$ cat src/rtl/lfsr_pkg.sv
// ---------------------------------------------------------------------------
// lfsr_pkg
//
// Shared definitions for the pseudo-random number generator:
//   - LFSR_DEFAULT_SEED : reset/reload value used when no seed is given
//   - LFSR_MIN_WIDTH / LFSR_MAX_WIDTH : supported register widths
//   - max_taps(width)   : maximal-length feedback tap mask for 3..32 bits
//                         (XAPP052 polynomials, bit i = stage i+1)
//   - lfsr_next(...)    : one Fibonacci step of a register up to 32 bits
//                         wide, including the all-zero lock-up reload
// ---------------------------------------------------------------------------
package lfsr_pkg;

    localparam logic [15:0] LFSR_DEFAULT_SEED = 16'hACE1;
    localparam int          LFSR_MIN_WIDTH    = 3;
    localparam int          LFSR_MAX_WIDTH    = 32;

    // Tap masks are written with bit (n-1) standing for polynomial term x^n,
    // so the top tap of every entry is bit (width-1). Shifting left and
    // feeding back into bit 0 walks the full 2^width-1 cycle for each entry.
    // An unsupported width returns zero, which the module rejects.
    function automatic logic [31:0] max_taps(input int width);
        logic [31:0] taps;
        taps = 32'h0000_0000;
        case (width)
            3:  taps = 32'h0000_0006;
            4:  taps = 32'h0000_000C;
            5:  taps = 32'h0000_0014;
            6:  taps = 32'h0000_0030;
            7:  taps = 32'h0000_0060;
            8:  taps = 32'h0000_00B8;
            9:  taps = 32'h0000_0110;
            10: taps = 32'h0000_0240;
            11: taps = 32'h0000_0500;
            12: taps = 32'h0000_0829;
            13: taps = 32'h0000_100D;
            14: taps = 32'h0000_2015;
            15: taps = 32'h0000_6000;
            16: taps = 32'h0000_D008;
            17: taps = 32'h0001_2000;
            18: taps = 32'h0002_0400;
            19: taps = 32'h0004_0023;
            20: taps = 32'h0009_0000;
            21: taps = 32'h0014_0000;
            22: taps = 32'h0030_0000;
            23: taps = 32'h0042_0000;
            24: taps = 32'h00E1_0000;
            25: taps = 32'h0120_0000;
            26: taps = 32'h0200_0023;
            27: taps = 32'h0400_0013;
            28: taps = 32'h0900_0000;
            29: taps = 32'h1400_0000;
            30: taps = 32'h2000_0029;
            31: taps = 32'h4800_0000;
            32: taps = 32'h8020_0003;
            default: taps = 32'h0000_0000;
        endcase
        return taps;
    endfunction

    // One step of a width-bit Fibonacci register held in the low bits of a
    // 32-bit word. For width 32 the shift below wraps to zero, and zero
    // minus one is the all-ones mask, so no special case is needed.
    function automatic logic [31:0] lfsr_next(
        input logic [31:0] state,
        input logic [31:0] taps,
        input logic [31:0] seed,
        input int          width
    );
        logic [31:0] mask;
        logic [31:0] cur;
        logic [31:0] nxt;
        logic        feedback;
        mask = (32'd1 << width) - 32'd1;
        cur  = state & mask;
        if (cur == 32'd0) begin
            nxt = seed & mask;
        end else begin
            feedback = ^(cur & taps & mask);
            nxt      = ((cur << 1) | {31'd0, feedback}) & mask;
        end
        return nxt;
    endfunction

endpackage

$ cat src/rtl/lfsr_prng.sv
// ---------------------------------------------------------------------------
// lfsr_prng
//
// Free-running maximal-length Fibonacci LFSR. Advances one step on every
// rising clock edge while rst is low; there is no enable and no handshake.
//
// Parameters:
//   WIDTH : register/output width, 3..32
//   SEED  : reset and lock-up reload value, must be nonzero
//   TAPS  : feedback mask, bit i set means state[i] feeds the XOR
//
// Ports:
//   clk : clock, register updates on the rising edge
//   rst : asynchronous active-high reset, loads SEED immediately
//   out : current register value, driven straight from the flops
// ---------------------------------------------------------------------------
module lfsr_prng
    import lfsr_pkg::*;
#(
    parameter int               WIDTH = 16,
    parameter logic [WIDTH-1:0] SEED  = WIDTH'(LFSR_DEFAULT_SEED),
    parameter logic [WIDTH-1:0] TAPS  = WIDTH'(max_taps(WIDTH))
) (
    input  logic             clk,
    input  logic             rst,
    output logic [WIDTH-1:0] out
);

    // Reject configurations that would never produce a useful sequence:
    // an out-of-range width has no tap entry, a zero seed is the lock-up
    // state itself, and without the top tap the oldest bit is ignored and
    // the register degenerates into a shorter one.
    if (WIDTH < LFSR_MIN_WIDTH || WIDTH > LFSR_MAX_WIDTH) begin : g_bad_width
        $error("lfsr_prng: WIDTH must lie in 3..32");
    end
    if (SEED == '0) begin : g_bad_seed
        $error("lfsr_prng: SEED must be nonzero");
    end
    if (TAPS[WIDTH-1] == 1'b0) begin : g_bad_taps
        $error("lfsr_prng: TAPS must include the most significant stage");
    end

    logic [WIDTH-1:0] state;
    logic [WIDTH-1:0] state_next;
    logic             feedback;

    // Next-state logic: shift left with the tap parity entering at bit 0.
    // The all-zero state is a fixed point of any XOR feedback, so if it
    // ever appears (upset or forced) the register reloads SEED instead.
    always_comb begin
        feedback   = ^(state & TAPS);
        state_next = {state[WIDTH-2:0], feedback};
        if (state == '0) begin
            state_next = SEED;
        end
    end

    // State register. Reset is applied asynchronously; release must already
    // be synchronized to clk by whoever drives rst.
    always_ff @(posedge clk or posedge rst) begin
        if (rst) begin
            state <= SEED;
        end else begin
            state <= state_next;
        end
    end

    assign out = state;

endmodule

$ cat config.mk
export PLATFORM = sky130hd
export DESIGN_NAME = lfsr_prng
export DESIGN_NICKNAME = d
export VERILOG_FILES = /design/src/rtl/lfsr_pkg.sv /design/src/rtl/lfsr_prng.sv
export SDC_FILE = /design/constraint.sdc
export NUM_CORES = 1
export LEC_CHECK = 0
export CAP_MARGIN = 5
export CELL_PAD_IN_SITES_DETAIL_PLACEMENT = 1
export CELL_PAD_IN_SITES_GLOBAL_PLACEMENT = 2
export CORE_MARGIN = 3
export CORE_UTILIZATION = 28
export DETAILED_ROUTE_END_ITERATION = 10
export MAX_ROUTING_LAYER = met4
export PLACE_DENSITY_LB_ADDON = 0.1
export SYNTH_ARGS = -nofsm -noshare
export SYNTH_HDL_FRONTEND = slang
export SYNTH_SLANG_ARGS = --single-unit
$ cat constraint.sdc
create_clock -name clk -period 1.39 [get_ports clk]
set_input_delay 0.278 -clock clk [delete_from_list [all_inputs] [get_ports clk]]
set_output_delay 0.278 -clock clk [all_outputs]
set_load 0.01 [all_outputs]
==> results of run 1 <==
final cells by class:
type | count | area, um^2
Fill cell | 260 | 1280
Inverter | 9 | 33.8
Tap cell | 28 | 35.0
Sequential cell | 16 | 410
Timing Repair Buffer | 35 | 269
Multi-Input combinational cell | 14 | 233
Clock buffer | 4 | 36.3
cells in the mapped netlist:
library cell   count  area share, %
inv_1              9            4.8
clkbuf_1           8            4.2
dfrtp_1            8             28
dfstp_2            8             30
o41ai_2            8             18
or4_1              2            2.1
buf_2              1           0.71
buf_4              1            1.1
buf_6              1            1.6
dlygate4sd3_1      1            1.4
ha_1               1            1.8
or3b_2             1            1.2
or4_4              1            1.6
xnor3_1            1            3.2
kinds of logic after synthesis:
logic type	after synthesis	synth area share (%)
adder cells (fa/ha/maj)	1	1.77
AO/OA/AOI/OAI	8	18.4
XOR/XNOR	1	3.18
AND/OR/NAND/NOR	4	4.95
buffers and inverters	21	13.8
flip-flops	16	58.0
metrics by stage:
stage	instance area (um^2)	TNS, ns	hold WS (ns)	total power, mW
after global placement	932	-0.736	0.383	0.488
after CTS	1020	-0.947	0.287	0.803
final	1020	-0.828	0.284	0.790
after floorplan	718	-0.730	0.186	0.481
after global routing	1020	-1.20	0.281	0.836
after detailed placement	932	-1.04	0.397	0.489
worst max-delay path: stages (launching register included):
cell	delay, ns
dfstp_2	0.39
or4_4	0.64
o41ai_2	0.40
placed cells by master, fill, tap and decap left out, types with 2 or more instances in the layout:
master	instances
o41ai_2	6
dfrtp_1	8
inv_1	8
buf_6	2
buf_2	2
buf_4	16
or4_4	3
dfstp_2	8
clkbuf_2	8
o41ai_4	2
clkbuf_4	3
clkdlybuf4s15_1	2
dlygate4sd2_1	3
repair_timing:
action / in CTS / in global routing
pin swaps: 2 / 0
hold endpoints to repair: 0 / 0
gates resized for setup: 36 / 15
setup endpoints to repair: 24 / 20
buffers inserted: 5 / 3
routing by layer:
layer / global-route usage [%] / part of all wire (%)
met1: 13.7 / 43
met2: 16.7 / 48
met3: 4.14 / 6.0
met4: 7.12 / 2.7
met5: - / 0
report_power, final:
part | internal (mW) | switching [mW] | leakage (nW)
Clock | 0.160 | 0.150 | 0.0210
Combinational | 0.00452 | 0.00961 | 0.314
Sequential | 0.466 | 0 | 0.187
worst min-delay path by stage:
stage / startpoint / to / slack (ns) / cells past startpoint
global route: rst / out[12] / 0.28 / 3
finish: rst / out[12] / 0.28 / 3
detailed placement: out[2] / out[3] / 0.40 / 0
CTS: rst / out[9] / 0.29 / 3
global placement: out[2] / out[3] / 0.38 / 0
floorplan: rst / out[12] / 0.19 / 1
==> summary.md, run 1 <==
| Metric | Value |
|---|---|
| Failing checks | `setup timing` |
| Worst r2r path cells | `2` |
| CTS Buf Count | `3` |
| RSZ-0062 raised after global routing | `yes` |
| # rows | `17` |
| Placer congestion estimate | `0.706` |
| Diodes inserted | `0` |
| LEAKAGE | `0.523 nW` |
| Crit path from | `out[5]` |
| Worst setup path end | `out[15]` |
| Power Density | `777 nW/um^2` |
| Largest net degree at the start of global routing | `17` |
| H-tree levels | `1` |
| Maximum clock frequency | `0.658 GHz` |
| Worst-case vdd ir drop | `370 uV` |
| RR Startpoint | `out[5]` |
| Final core utilization | `44.3%` |
| Avg Inst Size Synth | `13.9 um^2` |
| Final WS setup | `-0.129 ns` |
| Final min period | `1.52 ns` |
| Clk buf depth | `2` |
| Worst Skew | `0.00623 ns` |
| Max reg flops | `16` |
| GRT Total Usage | `11.6%` |
| Input/output buffers | `17` |
| Synth-to-Final Area Change | `43.6%` |
| DP HPWL | `1130 um` |
| Synth Cell Area | `708 um^2` |
| Vias in the first global route | `511` |
| Mapped Cells | `51` |
| Residual DRC | `0` |
| DP Cell Count | `95` |
| Clock sink count | `16` |
| Router iterations before antenna repair | `2` |
| Routed len/inst | `14.7 um` |
| Seq cells post-synth | `16` |
| Critical Path End Type | `flop` |
| Worst slew pin tran | `0.268 ns` |
| Clock slew seen by the registers of the worst setup and hold paths | `0.10 ns` |
| Place WS | `-0.152 ns` |
| Post-route insts no fill | `106` |
| Required @ worst endpoint | `1.59 ns` |
| Worst-Skew Late Latency | `0.29 ns` |
| Core area | `2300 um^2` |
| Remaining antenna violation count | `0` |
| Worst reg2reg path endpoint | `out[15]` |
| CP Launch Type | `flop` |
| Max-Cap Viols | `0` |
| Period utilization | `109%` |
| Die Ht | `56.3 um` |
| Post-synth cell types | `14` |
| First-pass GRT wire length | `2630 um` |
| Seq/Total Area, Yosys | `58.0%` |
| Syn Nets | `54` |
| Setup violations, final | `8` |
| Layout cells sized above 1 | `69.2%` |
| Final net count | `82` |
| Worst Hold Class | `input port to asynchronous set/reset pin` |
| Outcome | `finished with violations` |
| Vias per inst | `4.42` |
| Root Driver | `clkbuf_4` |
| Cts hold-fix bufs | `0` |
| Fin. max-slew vios | `0` |
| WS Path Type | `flop to flop` |
| R2r setup slk | `-0.13 ns` |
| Initial antenna violation count | `0` |
| Full die area | `3170 um^2` |
| CP Max Fanout | `8` |
| Synth warnings | `0` |
| Remaining Overflow, GRT | `0` |
| Relative slew slack | `81.9%` |
| Io pins | `18` |
| Initial core utilization | `30.8%` |
| Crit path arrival time | `1.71 ns` |
| TritonCTS clock tree | `done` |
| Vias | `468` |
| DR iter-0 viols | `1` |
| Routed WL | `1560 um` |
| Die W | `56.3 um` |
| Final hold vios | `0` |
Note: power is estimated with default switching activity, not from simulation.
==> run 2: changes to the inputs <==
--- a/config.mk
+++ b/config.mk
@@ -13,6 +13,7 @@
 export DETAILED_ROUTE_END_ITERATION = 10
 export MAX_ROUTING_LAYER = met4
 export PLACE_DENSITY_LB_ADDON = 0.1
+export REMOVE_ABC_BUFFERS = 1
 export SYNTH_ARGS = -nofsm -noshare
 export SYNTH_HDL_FRONTEND = slang
 export SYNTH_SLANG_ARGS = --single-unit
==> run 2 against run 1 <==
Compared with the run above: the flow still finishes with violations (setup timing); sequential share of layout area fell by 1.2 points; clock skew shrank 0.0049 ns; sequential cell count is the same; final cell count shrank 0.94%; non-clock buffer count shrank 1; register-to-register slack barely moved; clock power hardly changed; worst setup slack got worse by 0.0062 ns; wire length is 9.2% higher; critical endpoint unchanged; largest power group unchanged; highest routed layer unchanged.
==> summary.md, run 2 (same netlist as run 1, synthesis figures left out) <==
| Metric | Value |
|---|---|
| Worst Hold Class | `input port to asynchronous set/reset pin` |
| Max reg flops | `16 (unchanged)` |
| TritonCTS clock tree | `done` |
| CP Launch Type | `flop` |
| DP HPWL | `1230 um (+8.6%)` |
| Placer congestion estimate | `0.741 (+5.0%)` |
| Vias in the first global route | `548 (+7.2%)` |
| Final WS setup | `-0.135 ns (-0.00619 ns)` |
| Final hold vios | `0 (unchanged)` |
| Core area | `2300 um^2 (unchanged)` |
| Pwr Total | `790 uW (about the same)` |
| Remaining Overflow, GRT | `0 (unchanged)` |
| Die W | `56.3 um (unchanged)` |
| DR iter-0 viols | `4 (+3)` |
| H-tree levels | `1 (unchanged)` |
| Final net count | `81 (-1.2%)` |
| Largest net degree at the start of global routing | `17 (unchanged)` |
| CP Max Fanout | `8 (unchanged)` |
| Clk buf depth | `2 (unchanged)` |
| WHS | `0.304 ns (+0.0195 ns)` |
| First-pass GRT wire length | `2750 um (+4.8%)` |
| Routed len/inst | `16.2 um (+10%)` |
| Die Ht | `56.3 um (unchanged)` |
| Diodes inserted | `0 (unchanged)` |
| Maximum clock frequency | `0.656 GHz (-0.41%)` |
| Worst-case vdd ir drop | `350 uV (-5.3%)` |
| Router iterations before antenna repair | `2 (unchanged)` |
| Cell area after layout | `1050 um^2 (+3.0%)` |
| Worst-Skew Late Latency | `0.29 ns (about the same)` |
| GRT Total Usage | `12.0% (+0.43 points)` |
| Synth-to-Final Area Change | `47.9%` |
| Remaining antenna violation count | `0 (unchanged)` |
| Full die area | `3170 um^2 (unchanged)` |
| RSZ-0062 raised after global routing | `yes` |
| Period utilization | `110% (+0.45 points)` |
| Post-route insts no fill | `105 (-0.94%)` |
| Vias per inst | `4.56 (+3.3%)` |
| LEAKAGE | `0.521 nW (-0.35%)` |
| Critical Path End Type | `flop` |
| Io pins | `18 (unchanged)` |
| Failing checks | `setup timing` |
| Crit path arrival time | `1.72 ns (about the same)` |
| Clock slew seen by the registers of the worst setup and hold paths | `0.09 ns (about the same)` |
| Initial core utilization | `30.8% (unchanged)` |
| Root Driver | `clkbuf_4` |
| Setup violations, final | `8 (unchanged)` |
| Clock sink count | `16 (unchanged)` |
| WS Path Type | `flop to flop` |
| Fin. max-slew vios | `0 (unchanged)` |
| Most common cell after layout, fill and taps aside | `buf_4` |
| Most frequent cells in the layout | `14 x buf_4, 8 x inv_1, 8 x dfstp_2, 8 x dfrtp_1, 6 x clkdlybuf4s15_1` |
| Relative slew slack | `82.2% (+0.25 points)` |
| # rows | `17 (unchanged)` |
| Worst slew pin tran | `0.264 ns (-0.00376 ns)` |
| Initial antenna violation count | `0 (unchanged)` |
| Input/output buffers | `17 (unchanged)` |
| Residual DRC | `0 (unchanged)` |
| Worst Skew | `0.00135 ns (-0.00488 ns)` |
| Cell Area, Placed | `932 um^2 (unchanged)` |
| Required @ worst endpoint | `1.58 ns (about the same)` |
| DP Cell Count | `95 (unchanged)` |
| Layout cells sized above 1 | `64.9% (-4.3 points)` |
| Power Density | `754 nW/um^2 (-2.9%)` |
| Outcome | `finished with violations` |
| CTS Buf Count | `3 (unchanged)` |
| TNS Setup | `-0.907 ns (-0.0786 ns)` |
| Routed WL | `1700 um (+9.2%)` |
| Final min period | `1.53 ns (+0.00619 ns)` |
| Vias | `479 (+2.4%)` |
| Max-Cap Viols | `0 (unchanged)` |
[run 2: path summary, 6_finish.rpt]
| check | startpoint | to | slack [ns] | cells after the start |
|---|---|---|---|---|
| worst max-delay path | out[5] | out[15] | -0.14 | 2 |
| worst min-delay path | rst | out[14] | 0.30 | 3 |
| worst max register to register | out[5] | out[15] | -0.14 | 2 |
| worst min register to register | out[11] | out[12] | 0.42 | 0 |
| max in group asynchronous | rst | out[6] | 0.83 | 3 |
| min in group clk | out[11] | out[12] | 0.42 | 0 |
[run 2: per-layer routing]
metal  part of all wire (%)  GRT usage [%]
met1                     41           11.9
met2                     53           20.7
met3                    4.2           2.76
met4                    2.1           8.14
met5                      0              -
[run 2: where the power goes]
group	leakage (nW)	switching, mW	internal (mW)
clock network	0.0210	0.149	0.160
logic	0.312	0.0101	0.00452
registers	0.187	0	0.466
total	0.521	0.159	0.631
[run 2: through the flow]
step | util [%] | worst slack, ns
after floorplan | - | -0.163
after global placement | 40.6 | -0.126
after detailed placement | 40.6 | -0.189
after CTS | 45.7 | -0.142
after global routing | 45.6 | -0.166
final | 45.6 | -0.135
[run 2: timing repair]
action,in CTS,in global routing
pin swaps,3,1
resized for setup,42,11
endpoints found under the hold margin,0,0
setup buffers,5,2
setup endpoints to repair,24,16
hold buffers,0,0
[run 2: area by class of cell]
| class | instances | area [um^2] |
|---|---|---|
| clock buffers | 4 | 36.3 |
| multi-input cells | 14 | 244 |
| flip-flops and latches | 16 | 410 |
| well taps | 28 | 35.0 |
| inverters | 9 | 33.8 |
| fillers | 252 | 1250 |
| repair buffers | 34 | 288 |
[run 2: critical path: stages, from the launching register on]
cell and delay [ns]:
dfstp_2 0.39, or4_4 0.65, o41ai_2 0.39
==> run 3: changes to the inputs <==
--- a/config.mk
+++ b/config.mk
@@ -8,7 +8,7 @@
 export CAP_MARGIN = 5
 export CELL_PAD_IN_SITES_DETAIL_PLACEMENT = 1
 export CELL_PAD_IN_SITES_GLOBAL_PLACEMENT = 2
-export CORE_MARGIN = 3
+export CORE_MARGIN = 1.5
 export CORE_UTILIZATION = 28
 export DETAILED_ROUTE_END_ITERATION = 10
 export MAX_ROUTING_LAYER = met4
==> run 3 against run 2 <==
Compared with the run above: the flow still finishes with violations (setup timing); worst setup slack better by 0.0060 ns; clock-buffer cell count did not move; non-clock buffer count is 1 higher; critical endpoint is now out[7].
==> summary.md, run 3 (same netlist as run 1, synthesis figures left out) <==
| Metric | Value |
|---|---|
| Outcome | `finished with violations` |
| Failing checks | `setup timing` |
| Residual DRC | `0 (unchanged)` |
| CP Launch Type | `flop` |
| Clock sink count | `16 (unchanged)` |
| First-pass GRT wire length | `2580 um (-6.3%)` |
| Relative slew slack | `82.5% (+0.29 points)` |
| Clk buf depth | `2 (unchanged)` |
| Largest net degree at the start of global routing | `17 (unchanged)` |
| Remaining antenna violation count | `0 (unchanged)` |
| Fin. max-slew vios | `0 (unchanged)` |
| CTS Buf Count | `3 (unchanged)` |
| Routed len/inst | `14.6 um (-9.9%)` |
| H-tree levels | `1 (unchanged)` |
| Input/output buffers | `17 (unchanged)` |
| Most common cell after layout, fill and taps aside | `buf_4` |
| Vias in the first global route | `480 (-12%)` |
| Initial antenna violation count | `0 (unchanged)` |
| Final min period | `1.52 ns (-0.00598 ns)` |
| Placer congestion estimate | `0.658 (-11%)` |
| Vias | `490 (+2.3%)` |
| Required @ worst endpoint | `1.58 ns (about the same)` |
| Max-Cap Viols | `0 (unchanged)` |
| Worst Skew | `0.00519 ns (+0.00384 ns)` |
| Slowest cell on crit path | `or4_4` |
| Worst Hold Class | `input port to asynchronous set/reset pin` |
| WHS | `0.286 ns (-0.0181 ns)` |
| Routed WL | `1580 um (-7.3%)` |
| LEAKAGE | `0.541 nW (+3.9%)` |
| Worst r2r path cells | `2 (unchanged)` |
| WS Path Type | `flop to flop` |
| Die Ht | `53.3 um (-5.3%)` |
| Router iterations before antenna repair | `2 (unchanged)` |
| Die W | `53.3 um (-5.3%)` |
| Remaining Overflow, GRT | `0 (unchanged)` |
| CP Max Fanout | `8 (unchanged)` |
| Power Density | `766 nW/um^2 (+1.6%)` |
| Critical Path End Type | `flop` |
| Post-route insts no fill | `108 (+2.9%)` |
| TNS Setup | `-0.854 ns (+0.0535 ns)` |
| Maximum clock frequency | `0.658 GHz (+0.39%)` |
| DP Cell Count | `99 (+4.2%)` |
| DP HPWL | `1070 um (-13%)` |
| Core area | `2430 um^2 (+5.9%)` |
| Crit path arrival time | `1.71 ns (about the same)` |
| Final core utilization | `42.3% (-3.3 points)` |
| Full die area | `2840 um^2 (-10%)` |
| RSZ-0062 raised after global routing | `yes` |
| Final net count | `82 (+1.2%)` |
| RR Startpoint | `out[1]` |
| # rows | `18 (+1)` |
| Final WS setup | `-0.129 ns (+0.00598 ns)` |
| Setup violations, final | `8 (unchanged)` |
| Critical-path cell list | `or4_4 > o41ai_4` |
| Crit path from | `out[1]` |
| Worst-Skew Late Latency | `0.29 ns (about the same)` |
| Max reg flops | `16 (unchanged)` |
| Diodes inserted | `0 (unchanged)` |
| Cts hold-fix bufs | `0 (unchanged)` |
| Worst-case vdd ir drop | `499 uV (+42%)` |
| Period utilization | `109% (-0.43 points)` |
| Layout cells sized above 1 | `65.4% (+0.45 points)` |
| Final hold vios | `0 (unchanged)` |
| R2r setup slk | `-0.13 ns (about the same)` |
| Worst slew pin tran | `0.260 ns (-0.00427 ns)` |
| Worst reg2reg path endpoint | `out[7]` |
| GRT Total Usage | `13.8% (+1.8 points)` |
| Io pins | `18 (unchanged)` |
| Vias per inst | `4.54 (-0.55%)` |
| Most frequent cells in the layout | `15 x buf_4, 8 x inv_1, 8 x dfstp_2, 8 x dfrtp_1` |
| DR iter-0 viols | `3 (-1)` |
| Pwr Total | `788 uW (-0.22%)` |
| Root Driver | `clkbuf_4` |
| Synth-to-Final Area Change | `45.2%` |
| Initial core utilization | `29.1% (-1.7 points)` |
| Clock slew seen by the registers of the worst setup and hold paths | `0.10 ns (about the same)` |
| Biggest cell delay along the critical path | `0.63 ns (-0.02 ns)` |
| TritonCTS clock tree | `done` |
==> run 3: changes by cell type in the layout (fill, tap and decap cells not counted) <==
cell and delta:
buf_2 +1, buf_12 -1, clkdlybuf4s15_2 -1, clkbuf_2 +2, or4_1 +1, or4_4 -1, dlygate4sd2_1 -1, buf_4 +1
==> run 3: metal layers <==
| layer | GRT usage, % | part of all wire [%] | vias up | wire (um) |
|---|---|---|---|---|
| li1 | - | - | 224 | - |
| met1 | 17.5 | 47 | 253 | 738 |
| met2 | 20.2 | 48 | 11 | 759 |
| met3 | 5.93 | 4.4 | 2 | 69 |
| met4 | 3.85 | 0.70 | 0 | 11 |
| met5 | - | 0 | - | 0 |
==> run 3: critical path: cells and delay by family, from the launching register on <==
| kind | cells | cell delay, ns |
|---|---|---|
| compound gates | 1 | 0.39 |
| flops | 1 | 0.40 |
| simple gates | 1 | 0.63 |
==> run 3: final cells by class <==
| class | instances | area [um^2] |
|---|---|---|
| Timing Repair Buffer | 35 | 270 |
| Sequential cell | 16 | 410 |
| Inverter | 9 | 33.8 |
| Tap cell | 30 | 37.5 |
| Multi-Input combinational cell | 14 | 240 |
| Clock buffer | 4 | 36.3 |
| Fill cell | 276 | 1400 |
==> run 3: stage by stage <==
step                      cell area, um^2  setup slack, ns
after floorplan                       644           -0.163
after global placement                950           -0.152
after detailed placement              950           -0.161
after CTS                            1040           -0.120
after global routing                 1030           -0.179
final                                1030           -0.129
==> run 3: what timing repair did <==
item                       in CTS  in global routing
buffers inserted                4                  1
gates resized for setup        37                 15
setup endpoints to repair      24                 18
pin swaps                       4                  0
==> run 3: worst max-delay path by stage <==
stage                     endpoint  slack (ns)  cells past startpoint
after global routing        out[7]       -0.18                      2
after CTS                  out[15]       -0.12                      2
after global placement     out[15]       -0.15                      4
after floorplan             out[0]       -0.16                      2
final                       out[7]       -0.13                      2
after detailed placement    out[7]       -0.16                      4
==> run 3: where the power goes <==
group	internal, mW	leakage, nW	switching [mW]	total, mW
logic	0.00452	0.333	0.00941	0.0139
clock network	0.160	0.0210	0.148	0.307
registers	0.466	0.187	0	0.466
